**src/rtl/gb_audio_mixer.sv**
```systemverilog
// N-channel stereo mixer: per-channel gain/mute, average or saturating-sum
// normalisation, time-multiplexed accumulation triggered by a sample strobe.
`timescale 1ns/1ps
module gb_audio_mixer #(
    parameter int NUM_CH = 2,
    parameter int W      = 16,
    parameter int GAIN_W = 4
) (
    input  logic                     clk_sys,
    input  logic                     reset_n,
    input  logic                     ce,
    input  logic [NUM_CH*W-1:0]      ch_l,
    input  logic [NUM_CH*W-1:0]      ch_r,
    input  logic [NUM_CH*GAIN_W-1:0] ch_gain,
    input  logic [NUM_CH-1:0]        ch_mute,
    input  logic                     sum_mode,
    output logic [W-1:0]             audio_l,
    output logic [W-1:0]             audio_r,
    output logic                     sample_valid,
    output logic                     overrun
);

    localparam int ACC_W  = W + GAIN_W + $clog2(NUM_CH + 1);
    localparam int PROD_W = W + GAIN_W;
    localparam int AVG_SH = $clog2(NUM_CH);
    localparam int IDX_W  = (NUM_CH > 1) ? $clog2(NUM_CH) : 1;
    localparam logic [IDX_W-1:0] LAST_IDX = IDX_W'(NUM_CH - 1);

    typedef enum logic [1:0] {IDLE, SNAP, ACC, FINAL} state_t;

    state_t                    state, state_nxt;
    logic                      pending;
    logic [IDX_W-1:0]          idx;
    logic [NUM_CH*W-1:0]       sh_l, sh_r;
    logic [NUM_CH*GAIN_W-1:0]  sh_gain;
    logic [NUM_CH-1:0]         sh_mute;
    logic                      sh_mode;
    logic [ACC_W-1:0]          acc_l, acc_r;

    logic [W-1:0]              smp_l, smp_r;
    logic [GAIN_W-1:0]         gain;
    logic [PROD_W-1:0]         prod_l, prod_r, term_l, term_r;
    logic [ACC_W-1:0]          res_l, res_r;
    logic [W-1:0]              sat_l, sat_r;

    always_ff @(posedge clk_sys or negedge reset_n) begin
        if (!reset_n) state <= IDLE;
        else          state <= state_nxt;
    end

    always_comb begin
        state_nxt = state;
        case (state)
            IDLE:    if (ce) state_nxt = SNAP;
            SNAP:    state_nxt = ACC;
            ACC:     if (idx == LAST_IDX) state_nxt = FINAL;
            FINAL:   state_nxt = (pending || ce) ? SNAP : IDLE;
            default: state_nxt = IDLE;
        endcase
    end

    always_comb begin
        smp_l  = sh_l[int'(idx)*W +: W];
        smp_r  = sh_r[int'(idx)*W +: W];
        gain   = sh_gain[int'(idx)*GAIN_W +: GAIN_W];
        prod_l = PROD_W'(smp_l) * PROD_W'(gain);
        prod_r = PROD_W'(smp_r) * PROD_W'(gain);
        term_l = sh_mute[idx] ? '0 : (prod_l >> (GAIN_W - 1));
        term_r = sh_mute[idx] ? '0 : (prod_r >> (GAIN_W - 1));
        res_l  = sh_mode ? acc_l : (acc_l >> AVG_SH);
        res_r  = sh_mode ? acc_r : (acc_r >> AVG_SH);
        sat_l  = (|res_l[ACC_W-1:W]) ? '1 : res_l[W-1:0];
        sat_r  = (|res_r[ACC_W-1:W]) ? '1 : res_r[W-1:0];
    end

    // A ce landing in FINAL is consumed by the direct FINAL->SNAP transition,
    // so FINAL's pending clear deliberately overrides the busy-strobe set.
    always_ff @(posedge clk_sys or negedge reset_n) begin
        if (!reset_n) begin
            pending      <= 1'b0;
            overrun      <= 1'b0;
            idx          <= '0;
            sh_l         <= '0;
            sh_r         <= '0;
            sh_gain      <= '0;
            sh_mute      <= '0;
            sh_mode      <= 1'b0;
            acc_l        <= '0;
            acc_r        <= '0;
            audio_l      <= '0;
            audio_r      <= '0;
            sample_valid <= 1'b0;
        end else begin
            sample_valid <= 1'b0;
            if (ce && state != IDLE) begin
                pending <= 1'b1;
                overrun <= 1'b1;
            end
            case (state)
                SNAP: begin
                    sh_l    <= ch_l;
                    sh_r    <= ch_r;
                    sh_gain <= ch_gain;
                    sh_mute <= ch_mute;
                    sh_mode <= sum_mode;
                    acc_l   <= '0;
                    acc_r   <= '0;
                    idx     <= '0;
                end
                ACC: begin
                    acc_l <= acc_l + ACC_W'(term_l);
                    acc_r <= acc_r + ACC_W'(term_r);
                    if (idx != LAST_IDX) idx <= idx + 1'b1;
                end
                FINAL: begin
                    audio_l      <= sat_l;
                    audio_r      <= sat_r;
                    sample_valid <= 1'b1;
                    pending      <= 1'b0;
                end
                default: ;
            endcase
        end
    end

endmodule
```
**config.mk**
```make
export PLATFORM = sky130hd
export DESIGN_NAME = gb_audio_mixer
export DESIGN_NICKNAME = d
export VERILOG_FILES = /design/src/rtl/gb_audio_mixer.sv
export SDC_FILE = /design/constraint.sdc
export NUM_CORES = 1
export LEC_CHECK = 0
export CORE_ASPECT_RATIO = 2
export CORE_MARGIN = 2
export CORE_UTILIZATION = 54
export DETAILED_ROUTE_END_ITERATION = 12
export PLACE_DENSITY_LB_ADDON = 0.3
export REMOVE_ABC_BUFFERS = 1
export SLEW_MARGIN = 5
export SYNTH_ARGS = -nofsm -noshare
export SYNTH_HDL_FRONTEND = slang
export SYNTH_SLANG_ARGS = --single-unit
```
**constraint.sdc**
```tcl
create_clock -name clk_sys -period 6.8 [get_ports clk_sys]
set_clock_uncertainty 0.1 [all_clocks]
set_input_delay 1.02 -clock clk_sys [delete_from_list [all_inputs] [get_ports clk_sys]]
set_output_delay 1.02 -clock clk_sys [all_outputs]
set_load 0.005 [all_outputs]
```
==> run summary <==
CTS clock-pin slew for the worst setup and hold paths -> 70 ps
Initial antenna violation count -> 0
Final Slew Violations -> 0
I/O Buffers -> 111
Cell chain of the critical path -> buf_4, mux2i_1, nor2_1, fa_1, inv_1, fa_1, inv_1, ha_1, nor2b_1, o31a_1, o31a_1, o21ai_0, o21ai_0, a211oi_1, nor4_1, ha_1, a21oi_1, o21bai_1, a221o_1, a211o_1, o22a_1, nor4b_1, a211o_1
P&R area growth vs syn -> 16.3%
Worst-margin pin slew -> 1020 ps
CTS sink cnt -> 157
Layout cell share with drive strength beyond 1 -> 12.7%
Total track usage -> 24.0%
I/O pin count -> 112
Final Instance Area -> 14300 um^2
Final Hold Fails -> 0
Hold_buf cts -> 0
Status -> complete, no violations
CTS tree -> done
GRT overflow -> 0
CP max stage cell -> fa_1
Top cell type's share of synthesized area -> 31.9%
Launching element type of the critical path -> flop
Ant. Diodes -> 0
1st-pass router iterations -> 5
Worst-Skew Late Latency -> 450 ps
Final GP Congestion -> 0.934
Register area share after synthesis -> 31.9%
Max Cap Viol -> 0
Netlist Area Pre-Place -> 12300 um^2
EDFF count, synth -> 0
Fmax -> 0.155 GHz
Total core area -> 22500 um^2
Synth cell types -> 66
Met3 usage -> 3.09%
Asr flop ratio synth -> 100%
H-tree Lvls -> 4
CTS root buf -> clkbuf_16
Via/cell ratio -> 5.73
Crit path largest cell delay -> 530 ps
Largest net degree at the start of global routing -> 85
Synth Instances -> 1304
Tmin final -> 6440 ps
Routed WL -> 27.4 mm
Detailed Place HPWL -> 21.4 mm
Synth warnings -> 0
Slew HR -> 31.8%
Die ar. -> 24100 um^2
Dominant cell type by area after synthesis -> dfrtp_1
Postcts setup bufs -> 0
First DRT Iteration DRCs -> 399
Resized cells post-CTS -> 0
Row cnt -> 78
Endpoint class of the critical path -> flop
Met1 Track Usage GR -> 26.2%
Crit Path Class -> flop to flop
Crit-path max FO -> 16
Initial Utilization -> 54.7%
Layout net count -> 1620
CTS Buf Count -> 17
Seq cells post-synth -> 157
DRC viols -> 0
Synth cell count leaders -> dfrtp_1 (157), nor2_1 (157), inv_1 (135), a21oi_1 (89), mux2_2 (88)
Vias -> 9718
Top cells by area, synth -> dfrtp_1 (32%), fa_1 (9.4%), ha_1 (8.3%), mux2_2 (8.0%), mux2i_1 (5.4%)
Worst path required time -> 7030 ps
Final setup violation count -> 0
Final ANT Viol Nets -> 0
Main flop type after synthesis -> dfrtp_1
Number of fill cells -> 1868
DIE WIDTH -> 111 um
HP Class -> flop to flop
RSZ-0062 raised after global routing -> false
Buf/Inv on CP -> 3
Crit path DAT -> 6670 ps
Drt wl/cell -> 16.2 um
Global-route wire length before repair -> 47.2 mm
Max clock buf depth -> 2
Cell Area, Placed -> 13800 um^2
Final period utilization -> 94.7%
GRT Max-Usage Layer -> met2
Vias in the first global route -> 10000
GRT met2 Usage -> 44.6%
Syn_area_per_cell -> 9.45 um^2
Top cell family by delay on the critical path -> compound AO/OA/AOI/OAI gates
Height of the die -> 218 um
-- cells in the final DEF, fill, tap and decap left out, types with 8 or more instances in the layout --
cell / n
a211oi_1: 8
a21o_1: 23
a21oi_1: 89
a31oi_1: 9
and2_1: 11
and3_1: 8
buf_4: 15
clkbuf_16: 17
clkdlybuf4s50_1: 110
dfrtp_1: 155
fa_1: 58
ha_1: 81
inv_1: 135
mux2_2: 88
mux2i_1: 61
nand2_1: 64
nand2b_1: 14
nand3_1: 19
nor2_1: 157
nor2b_1: 9
nor3_1: 21
o21a_1: 12
o21ai_0: 50
o2bb2ai_1: 25
or2_2: 22
xnor2_1: 24
xor2_1: 16
-- through the flow --
step                      utilization (%)  std cells  worst slack (ps)  hold slack (ps)  TNS [ps]
after CTS                            63.5       1695               324              388         0
after floorplan                         -       1257              -849              351     -7010
after global placement               61.0       1663               568              342         0
final                                63.6       1695               359              380         0
after detailed placement             61.0       1663               365              372         0
after global routing                 63.6       1695              7.12              420         0
-- path summary, 6_finish.rpt --
check	end	slack, ps	start	cells after the start
max in group asynchronous	idx	4650	reset_n	2
setup / recovery	acc_r[19]	360	idx	23
hold reg to reg	overrun	380	overrun	1
setup reg to reg	acc_r[19]	360	idx	23
min in group asynchronous	audio_r[12]	480	reset_n	1
hold / removal	overrun	380	overrun	1
-- registers in the layout, indices dropped and copies added, names as in the netlist --
signal        count
audio_l          16
audio_r          16
overrun           1
pending           1
sh_r             32
acc_r            22
acc_l            22
sh_l             32
sh_gain           8
sh_mute           2
sample_valid      1
idx               1
sh_mode           1
state             2
-- logic make-up after synthesis --
family                     share of synthesized area, %
and+or+nand+nor                                    13.5
DFF                                                31.9
buffers and inverters                              5.55
muxes                                              13.4
AOI/OAI and AO/OA                                  15.1
xor gates and xnor gates                           2.84
adders and majority gates                          17.7
-- layer usage --
metal,routed length (um),up-vias
li1,-,4702
met1,10800,4754
met2,14800,194
met3,667,68
met4,1150,0
met5,0,-
-- area by class of cell --
class | instances | area (um^2) | share of cell area, %
Clock buffer | 17 | 425 | 2.97
Inverter | 135 | 507 | 3.54
Clock inverter | 15 | 141 | 0.986
Tap cell | 280 | 350 | 2.44
Sequential cell | 157 | 3930 | 27.4
Timing Repair Buffer | 126 | 1220 | 8.55
Multi-Input combinational cell | 965 | 7750 | 54.1
Power is left out: the tool's default activity adds up to more than one toggle a clock period on the data nets, which glitch-free logic cannot reach.
